File: src/rtl/ysyx_23060332_wb_arbiter_if.sv
// ----------------------------------------------------------------------------
// ysyx_23060332_wb_arbiter_if
//
// Purpose:
//   Bundles every handshake and data signal around the write-back arbiter
//   into a single interface. Clock and reset stay outside as plain ports.
//
// Signal summary:
//   exu_*/lsu_*/csr_*  valid/ready handshake, destination address, write data
//                      of the three write-back sources
//   issue_*            IDU issue strobe, rd write flag, rd, rs1 and rs2
//   stall              IDU hold request (combinational)
//   reg_wen/waddr/wdata registered register-file write port
//   sb_err             sticky flag: a commit hit a register that was not busy
//
// Modports:
//   master  the environment side (sources, IDU, register file)
//   slave   the arbiter/scoreboard side
// ----------------------------------------------------------------------------
interface ysyx_23060332_wb_arbiter_if #(
    parameter int ADDR_W = 5,
    parameter int DATA_W = 32
);

    logic              exu_valid;
    logic              exu_ready;
    logic [ADDR_W-1:0] exu_waddr;
    logic [DATA_W-1:0] exu_wdata;

    logic              lsu_valid;
    logic              lsu_ready;
    logic [ADDR_W-1:0] lsu_waddr;
    logic [DATA_W-1:0] lsu_wdata;

    logic              csr_valid;
    logic              csr_ready;
    logic [ADDR_W-1:0] csr_waddr;
    logic [DATA_W-1:0] csr_wdata;

    logic              issue_valid;
    logic              issue_wen;
    logic [ADDR_W-1:0] issue_rd;
    logic [ADDR_W-1:0] issue_rs1;
    logic [ADDR_W-1:0] issue_rs2;
    logic              stall;

    logic              reg_wen;
    logic [ADDR_W-1:0] reg_waddr;
    logic [DATA_W-1:0] reg_wdata;
    logic              sb_err;

    modport master (
        output exu_valid, exu_waddr, exu_wdata,
        output lsu_valid, lsu_waddr, lsu_wdata,
        output csr_valid, csr_waddr, csr_wdata,
        output issue_valid, issue_wen, issue_rd, issue_rs1, issue_rs2,
        input  exu_ready, lsu_ready, csr_ready,
        input  stall,
        input  reg_wen, reg_waddr, reg_wdata,
        input  sb_err
    );

    modport slave (
        input  exu_valid, exu_waddr, exu_wdata,
        input  lsu_valid, lsu_waddr, lsu_wdata,
        input  csr_valid, csr_waddr, csr_wdata,
        input  issue_valid, issue_wen, issue_rd, issue_rs1, issue_rs2,
        output exu_ready, lsu_ready, csr_ready,
        output stall,
        output reg_wen, reg_waddr, reg_wdata,
        output sb_err
    );

endinterface

File: src/rtl/ysyx_23060332_wb_arbiter.sv
// ----------------------------------------------------------------------------
// ysyx_23060332_wb_arbiter
//
// Purpose:
//   Write-back arbiter and busy scoreboard for the integer register file
//   (one write port, two read ports). EXU, LSU and CSR compete for the write
//   port under round-robin arbitration; the winner is captured into a single
//   output register stage that drives the register file. A per-register busy
//   vector is set when the IDU issues a writing instruction and cleared when
//   the register file is written, and it produces the IDU stall for RAW and
//   WAW hazards.
//
// Ports:
//   clk   rising-edge clock
//   rst   asynchronous, active-low reset
//   bus   slave modport of ysyx_23060332_wb_arbiter_if (handshakes, issue
//         information, register-file write port, stall, sb_err)
// ----------------------------------------------------------------------------
module ysyx_23060332_wb_arbiter #(
    parameter int ADDR_W = 5,
    parameter int DATA_W = 32
) (
    input  logic                         clk,
    input  logic                         rst,
    ysyx_23060332_wb_arbiter_if.slave    bus
);

    localparam int NREG = 1 << ADDR_W;

    // Source indices in round-robin order.
    localparam logic [1:0] SRC_EXU = 2'd0;
    localparam logic [1:0] SRC_LSU = 2'd1;
    localparam logic [1:0] SRC_CSR = 2'd2;

    // ------------------------------------------------------------------------
    // State
    // ------------------------------------------------------------------------
    logic [1:0]        ptr_q,       ptr_d;
    logic              reg_wen_q,   reg_wen_d;
    logic [ADDR_W-1:0] reg_waddr_q, reg_waddr_d;
    logic [DATA_W-1:0] reg_wdata_q, reg_wdata_d;
    logic [NREG-1:0]   busy_q,      busy_d;
    logic              sb_err_q,    sb_err_d;

    // ------------------------------------------------------------------------
    // Arbitration
    // ------------------------------------------------------------------------
    logic [2:0]        valid_vec;
    logic [2:0]        grant;
    logic [1:0]        grant_idx;
    logic              fire;
    logic [ADDR_W-1:0] sel_waddr;
    logic [DATA_W-1:0] sel_wdata;

    assign valid_vec = {bus.csr_valid, bus.lsu_valid, bus.exu_valid};
    assign fire      = |valid_vec;

    // The search begins one past the last granted source. Pointer value 3 is
    // unreachable; it is folded into the "last was CSR" case so the arbiter
    // still behaves sanely should it ever appear.
    always_comb begin
        grant_idx = ptr_q;
        case (ptr_q)
            SRC_EXU: begin
                if      (valid_vec[SRC_LSU]) grant_idx = SRC_LSU;
                else if (valid_vec[SRC_CSR]) grant_idx = SRC_CSR;
                else if (valid_vec[SRC_EXU]) grant_idx = SRC_EXU;
            end
            SRC_LSU: begin
                if      (valid_vec[SRC_CSR]) grant_idx = SRC_CSR;
                else if (valid_vec[SRC_EXU]) grant_idx = SRC_EXU;
                else if (valid_vec[SRC_LSU]) grant_idx = SRC_LSU;
            end
            default: begin
                if      (valid_vec[SRC_EXU]) grant_idx = SRC_EXU;
                else if (valid_vec[SRC_LSU]) grant_idx = SRC_LSU;
                else if (valid_vec[SRC_CSR]) grant_idx = SRC_CSR;
            end
        endcase
    end

    // One-hot grant; all zero when nobody is requesting.
    assign grant = fire ? (3'b001 << grant_idx) : 3'b000;

    assign bus.exu_ready = grant[SRC_EXU];
    assign bus.lsu_ready = grant[SRC_LSU];
    assign bus.csr_ready = grant[SRC_CSR];

    // Address/data of the winning source.
    always_comb begin
        sel_waddr = bus.exu_waddr;
        sel_wdata = bus.exu_wdata;
        case (grant_idx)
            SRC_LSU: begin
                sel_waddr = bus.lsu_waddr;
                sel_wdata = bus.lsu_wdata;
            end
            SRC_CSR: begin
                sel_waddr = bus.csr_waddr;
                sel_wdata = bus.csr_wdata;
            end
            default: begin
                sel_waddr = bus.exu_waddr;
                sel_wdata = bus.exu_wdata;
            end
        endcase
    end

    // ------------------------------------------------------------------------
    // Pointer and output stage next state
    // ------------------------------------------------------------------------
    // x0 writes are still accepted (the source must see its handshake
    // complete) but never raise the register-file write enable.
    always_comb begin
        ptr_d       = ptr_q;
        reg_wen_d   = 1'b0;
        reg_waddr_d = reg_waddr_q;
        reg_wdata_d = reg_wdata_q;
        if (fire) begin
            ptr_d       = grant_idx;
            reg_wen_d   = (sel_waddr != '0);
            reg_waddr_d = sel_waddr;
            reg_wdata_d = sel_wdata;
        end
    end

    // ------------------------------------------------------------------------
    // Scoreboard
    // ------------------------------------------------------------------------
    logic issue_set;
    logic commit_bad;

    // A stalled issue is not an issue, so it must not mark rd busy.
    assign issue_set = bus.issue_valid && bus.issue_wen && !bus.stall &&
                       (bus.issue_rd != '0);

    // Busy bits clear on the same edge the register file is written, which is
    // the edge where the output stage holds reg_wen=1. The set is applied
    // after the clear so a same-index collision leaves the bit set.
    always_comb begin
        busy_d = busy_q;
        if (reg_wen_q) begin
            busy_d[reg_waddr_q] = 1'b0;
        end
        if (issue_set) begin
            busy_d[bus.issue_rd] = 1'b1;
        end
        busy_d[0] = 1'b0;
    end

    // A commit to a register nobody marked busy indicates a lost or duplicated
    // write-back; latch it until reset.
    assign commit_bad = reg_wen_q && (reg_waddr_q != '0) && !busy_q[reg_waddr_q];

    always_comb begin
        sb_err_d = sb_err_q | commit_bad;
    end

    // There is no bypass, so any pending writer of a source or of rd holds
    // the IDU. busy_q[0] is always 0, which keeps x0 from ever stalling.
    assign bus.stall = bus.issue_valid &&
                       (busy_q[bus.issue_rs1] ||
                        busy_q[bus.issue_rs2] ||
                        (bus.issue_wen && busy_q[bus.issue_rd]));

    // ------------------------------------------------------------------------
    // Registers
    // ------------------------------------------------------------------------
    // Reset drops any write sitting in the output stage and returns the
    // pointer to CSR so EXU has first priority afterwards.
    always_ff @(posedge clk or negedge rst) begin
        if (!rst) begin
            ptr_q       <= SRC_CSR;
            reg_wen_q   <= 1'b0;
            reg_waddr_q <= '0;
            reg_wdata_q <= '0;
            busy_q      <= '0;
            sb_err_q    <= 1'b0;
        end else begin
            ptr_q       <= ptr_d;
            reg_wen_q   <= reg_wen_d;
            reg_waddr_q <= reg_waddr_d;
            reg_wdata_q <= reg_wdata_d;
            busy_q      <= busy_d;
            sb_err_q    <= sb_err_d;
        end
    end

    assign bus.reg_wen   = reg_wen_q;
    assign bus.reg_waddr = reg_waddr_q;
    assign bus.reg_wdata = reg_wdata_q;
    assign bus.sb_err    = sb_err_q;

endmodule
File: src/flat_wrapper.sv
// flat-port wrapper written by rule: the top's interface ports become plain ports
module ysyx_23060332_wb_arbiter_flat 
#(
    parameter int ADDR_W = 5,
    parameter int DATA_W = 32
)
  (clk, rst, bus_exu_valid, bus_exu_waddr, bus_exu_wdata, bus_lsu_valid, bus_lsu_waddr, bus_lsu_wdata, bus_csr_valid, bus_csr_waddr, bus_csr_wdata, bus_issue_valid, bus_issue_wen, bus_issue_rd, bus_issue_rs1, bus_issue_rs2, bus_exu_ready, bus_lsu_ready, bus_csr_ready, bus_stall, bus_reg_wen, bus_reg_waddr, bus_reg_wdata, bus_sb_err);
  ysyx_23060332_wb_arbiter_if #(.ADDR_W(ADDR_W), .DATA_W(DATA_W)) bus_i ();
  input  logic clk;
  input  logic rst;
  input wire logic [$bits(bus_i.exu_valid)-1:0] bus_exu_valid;
  input wire logic [$bits(bus_i.exu_waddr)-1:0] bus_exu_waddr;
  input wire logic [$bits(bus_i.exu_wdata)-1:0] bus_exu_wdata;
  input wire logic [$bits(bus_i.lsu_valid)-1:0] bus_lsu_valid;
  input wire logic [$bits(bus_i.lsu_waddr)-1:0] bus_lsu_waddr;
  input wire logic [$bits(bus_i.lsu_wdata)-1:0] bus_lsu_wdata;
  input wire logic [$bits(bus_i.csr_valid)-1:0] bus_csr_valid;
  input wire logic [$bits(bus_i.csr_waddr)-1:0] bus_csr_waddr;
  input wire logic [$bits(bus_i.csr_wdata)-1:0] bus_csr_wdata;
  input wire logic [$bits(bus_i.issue_valid)-1:0] bus_issue_valid;
  input wire logic [$bits(bus_i.issue_wen)-1:0] bus_issue_wen;
  input wire logic [$bits(bus_i.issue_rd)-1:0] bus_issue_rd;
  input wire logic [$bits(bus_i.issue_rs1)-1:0] bus_issue_rs1;
  input wire logic [$bits(bus_i.issue_rs2)-1:0] bus_issue_rs2;
  output wire logic [$bits(bus_i.exu_ready)-1:0] bus_exu_ready;
  output wire logic [$bits(bus_i.lsu_ready)-1:0] bus_lsu_ready;
  output wire logic [$bits(bus_i.csr_ready)-1:0] bus_csr_ready;
  output wire logic [$bits(bus_i.stall)-1:0] bus_stall;
  output wire logic [$bits(bus_i.reg_wen)-1:0] bus_reg_wen;
  output wire logic [$bits(bus_i.reg_waddr)-1:0] bus_reg_waddr;
  output wire logic [$bits(bus_i.reg_wdata)-1:0] bus_reg_wdata;
  output wire logic [$bits(bus_i.sb_err)-1:0] bus_sb_err;
  assign bus_i.exu_valid = bus_exu_valid;
  assign bus_i.exu_waddr = bus_exu_waddr;
  assign bus_i.exu_wdata = bus_exu_wdata;
  assign bus_i.lsu_valid = bus_lsu_valid;
  assign bus_i.lsu_waddr = bus_lsu_waddr;
  assign bus_i.lsu_wdata = bus_lsu_wdata;
  assign bus_i.csr_valid = bus_csr_valid;
  assign bus_i.csr_waddr = bus_csr_waddr;
  assign bus_i.csr_wdata = bus_csr_wdata;
  assign bus_i.issue_valid = bus_issue_valid;
  assign bus_i.issue_wen = bus_issue_wen;
  assign bus_i.issue_rd = bus_issue_rd;
  assign bus_i.issue_rs1 = bus_issue_rs1;
  assign bus_i.issue_rs2 = bus_issue_rs2;
  assign bus_exu_ready = bus_i.exu_ready;
  assign bus_lsu_ready = bus_i.lsu_ready;
  assign bus_csr_ready = bus_i.csr_ready;
  assign bus_stall = bus_i.stall;
  assign bus_reg_wen = bus_i.reg_wen;
  assign bus_reg_waddr = bus_i.reg_waddr;
  assign bus_reg_wdata = bus_i.reg_wdata;
  assign bus_sb_err = bus_i.sb_err;
  ysyx_23060332_wb_arbiter #(.ADDR_W(ADDR_W), .DATA_W(DATA_W)) u_core (.clk(clk), .rst(rst), .bus(bus_i));
endmodule
File: config.mk
export PLATFORM = sky130hd
export DESIGN_NAME = ysyx_23060332_wb_arbiter_flat
export DESIGN_NICKNAME = d
export VERILOG_FILES = /design/src/rtl/ysyx_23060332_wb_arbiter_if.sv /design/src/rtl/ysyx_23060332_wb_arbiter.sv /design/src/flat_wrapper.sv
export SDC_FILE = /design/constraint.sdc
export NUM_CORES = 1
export LEC_CHECK = 0
export CORE_MARGIN = 4
export CORE_UTILIZATION = 49
export CTS_BUF_LIST = sky130_fd_sc_hd__clkbuf_4
export DETAILED_ROUTE_END_ITERATION = 8
export MAX_ROUTING_LAYER = met4
export PLACE_DENSITY = 0.88
export SYNTH_ARGS = -nofsm -noshare
export SYNTH_HDL_FRONTEND = slang
export SYNTH_SLANG_ARGS = --single-unit
File: constraint.sdc
create_clock -name clk -period 3.9 [get_ports clk]
set_clock_uncertainty 0.2 [all_clocks]
set_input_delay 0.39 -clock clk [delete_from_list [all_inputs] [get_ports clk]]
set_output_delay 0.39 -clock clk [all_outputs]
set_load 0.01 [all_outputs]
==> reports/qor.txt <==
RUN STATUS
---------------------------------------------------------------------------------
Run status .........................................................    completed

GRT
---------------------------------------------------------------------------------
Remaining global-route overflow ....................................            0
Overall routing resource usage .....................................       30.35%
Maximum number of pins on one net before global-route repair .......           62
Global-route wire length before repair .............................     26.64 mm
Number of global-route vias before repair ..........................         5221
Initial antenna violation count ....................................            0

SYNTHESIS
---------------------------------------------------------------------------------
Fraction of registers with async set or reset after synthesis ......       100.0%
Proportion of synthesized chip area in sequential cells ............       36.12%
Netlist area before placement ......................................     4992 um2
Cells taking the most area after synthesis ......................... dfrtp_1 36%, o21ai_0 11%, mux4_2 8.6%, nand2_1 7.1%, a22oi_1 6.0%
Cells after Synth ..................................................          557
Post-synthesis net count ...........................................          693
Fraction of post-synthesis cell area in the top cell type by area ..       35.59%
Number of enable flip-flop cells after synthesis ...................            0
Synth Area per Inst ................................................    8.963 um2
Number of synthesis warnings .......................................            0
FF+latch count, synth ..............................................           72
Library cell occupying the most area in the post-synthesis netlist .      dfrtp_1
Synth unique cells .................................................           51
Primary flip-flop cell chosen by synthesis mapping .................      dfrtp_1

CLOCK NETWORK
---------------------------------------------------------------------------------
Clk sink count .....................................................           72
CTS Buf Count ......................................................            9
Post-cts repair resize count .......................................            0
Clock tree from TritonCTS ..........................................        built
Clock network latency to the later pin of the worst-skew pair ......       430 ps
CTS HTree Levels ...................................................            3
Clock Pin Slew Worst Setup and Hold Paths ..........................       100 ps
Root Driver ........................................................     clkbuf_4
Maximum clock insertion buffer count ...............................            2

FINAL LAYOUT
---------------------------------------------------------------------------------
Fillcell total .....................................................          740
Net count reported at finish .......................................          842
Leading cell type in the layout, fill and taps excluded ............ clkdlybuf4s50_1
Commonest cells after routing, fill and taps aside ................. 174 x clkdlybuf4s50_1, 113 x o21ai_0, 94 x nand2_1
Share of post-route cells with drive strength above 1 ..............       10.70%
Non-filler cells in the finished layout ............................          843
Synth-to-Final Area Change .........................................       38.65%
Antenna diode count ................................................            0

ROUTE
---------------------------------------------------------------------------------
Initial DRC Count ..................................................          509
Post-detailed-route DRC marker count ...............................            0
Overall via count from detail_route ................................         5204
Antenna-violating nets left ........................................            0
Drt first pass iters ...............................................            7
Wire length per cell after detailed routing ........................     20.88 um
Routed wire length .................................................     17.60 mm
Vias/cell ..........................................................        6.173

FLOORPLANNING
---------------------------------------------------------------------------------
Die Outline Area ...................................................    11870 um2
Floorplan die width ................................................     108.9 um
Number of ports placed on the die boundary .........................          176
Vertical die dimension .............................................     108.9 um
Initial Utilization ................................................       50.61%
Standard cell core area ............................................     9864 um2
Placement row count ................................................           36

STA
---------------------------------------------------------------------------------
Upper clock frequency limit ........................................    283.8 MHz
Ratio of final minimum period to clock period ......................       90.36%
Aggregate negative setup slack .....................................         0 ps
Max transition margin ..............................................       22.79%
Pin slew with the least headroom to its limit ......................      1149 ps
Count of final setup violators .....................................            0
Tmin final .........................................................      3524 ps
Max Transition Viols Final .........................................            0
RSZ-0062 raised after global routing ...............................           no
Number of hold violations in the final report ......................            0

SETUP PATH
---------------------------------------------------------------------------------
Data required time at the worst endpoint ...........................      3310 ps
Type of destination of the critical path ...........................   output pin
CP Max Fanout ......................................................           10
Highest-delay cell along the critical path ......................... clkdlybuf4s50_1
CP most frequent cell .............................................. clkdlybuf4s50_1
Launching element type of the critical path ........................ primary input
Largest stage delay on the critical path ...........................       780 ps
Critical path arrival ..............................................      2930 ps
Setup CP Type ......................................................    in -> out
Cells along the critical path ...................................... clkdlybuf4s50_1, mux4_2, mux2i_1, nand3b_1, o41ai_1, o21ai_2, o21a_1, clkdlybuf4s50_1

PWR
---------------------------------------------------------------------------------
IR drop worst, VDD .................................................    0.3389 mV
Areal power density over the cells ................................. 573.6 nW/um2
Post-layout total power ............................................      3970 uW
Cell leakage power .................................................  0.002616 uW

PLACE
---------------------------------------------------------------------------------
IO Port Bufs .......................................................          175
Placed wire-length estimate after detailed placement ...............     13.21 mm
Final RePlAce weighted congestion ..................................        1.025
Number of instances in the placed design ...........................          827

HOLD PATH
---------------------------------------------------------------------------------
Class of the tightest hold or removal check ........................   reg -> reg

FLOW RUN
---------------------------------------------------------------------------------
Maximum capacitance violations .....................................            0

==> power breakdown <==
group / total (uW) / switching (uW) / internal, uW / leakage (uW)
registers: 1560 / 521 / 1040 / 0.000875
logic: 1880 / 911 / 970 / 0.00165
clock network: 525 / 270 / 256 / 0.0000859
total: 3970 / 1700 / 2270 / 0.00262
==> layout make-up <==
class,count,area (um2),share of cell area (%)
Sequential cell,72,1803,26.05
Clock inverter,6,83.83,1.211
Clock buffer,9,67.56,0.9761
Multi-Input combinational cell,427,2928,42.30
Inverter,9,33.78,0.4881
Tap cell,133,166.4,2.404
Timing Repair Buffer,187,1839,26.57
==> final timing paths <==
path                                          startpoint                  endpoint  slack [ps]  cells past startpoint
worst max-delay path                    bus_issue_rs1[2]                 bus_stall         380                      8
worst min-delay path            u_core.bus.reg_wdata[17]  u_core.bus.reg_wdata[17]         290                      2
worst max register to register           u_core.ptr_q[1]        u_core.bus.reg_wen        1200                      9
worst min register to register  u_core.bus.reg_wdata[17]  u_core.bus.reg_wdata[17]         290                      2
max in group asynchronous                            rst           u_core.ptr_q[1]        2060                      3
min in group asynchronous                            rst  u_core.bus.reg_wdata[24]         440                      2
==> metrics by stage <==
| stage | setup slack, ps | hold WS, ps | util, % | area (um2) |
|---|---|---|---|---|
| after floorplan | 1354 | -105.6 | - | 4992 |
| after global placement | 445.6 | 259.6 | 68.53 | 6760 |
| after detailed placement | 358.1 | 262.5 | 68.53 | 6760 |
| after CTS | 355.8 | 295.5 | 70.17 | 6922 |
| after global routing | 171.8 | 312.3 | 70.17 | 6922 |
| final | 375.9 | 291.9 | 70.17 | 6922 |
==> Yosys cell counts, types with 2 or more instances <==
master	instances
nor2b_1	7
mux2_2	9
buf_6	4
o31ai_2	10
mux2i_1	19
clkbuf_1	27
o31ai_1	5
nand3b_1	8
and3_1	3
a21oi_1	7
o21ai_0	113
a211oi_1	2
nor3_1	6
nand2b_1	5
mux4_2	19
o32ai_1	2
a2bb2oi_1	2
nor3b_1	3
nand2_1	94
buf_2	8
nor2_1	13
buf_4	3
inv_1	9
ha_1	3
or3b_2	2
o31ai_4	2
nor4_1	2
buf_1	7
o22ai_1	5
dfrtp_1	71
a2111oi_0	3
o21ai_1	2
nand4_1	19
a22oi_1	40
nand3_1	7
==> flip-flops by register name (all words and copies together), names as in the netlist <==
name	cells
u_core.bus.reg_waddr	5
u_core.bus.reg_wdata	32
u_core.bus.reg_wen	1
u_core.bus.sb_err	1
u_core.busy_q	31
u_core.ptr_q	2
==> timing repair <==
item	4_1_cts	5_1_grt
endpoints found under the hold margin	41	0
setup buffers	0	0
hold buffers	1	0
==> worst max-delay path: cells and delay by family <==
| family | cells | cell delay [ps] |
|---|---|---|
| muxes | 2 | 740 |
| AOI/OAI and AO/OA | 3 | 450 |
| and+or+nand+nor | 1 | 90 |
| buffers and inverters | 2 | 1260 |
==> per-layer routing <==
metal | global-route usage, % | part of all wire [%] | routed length (um) | vias to the layer above
li1 | - | - | - | 2389
met1 | 37.20 | 38 | 6724 | 2462
met2 | 47.76 | 49 | 8631 | 298
met3 | 5.210 | 8.7 | 1525 | 55
met4 | 16.77 | 4.1 | 722 | 0
met5 | - | 0 | 0 | -
==> kinds of logic after synthesis <==
family | share of synthesized area (%)
multiplexers | 14.64
adder cells (fa/ha/maj) | 0.7520
flip-flops | 36.12
AO/OA/AOI/OAI | 26.42
AND/OR/NAND/NOR | 16.69
buffers and inverters | 5.389
No activity file was read; power rests on OpenSTA's default activity.
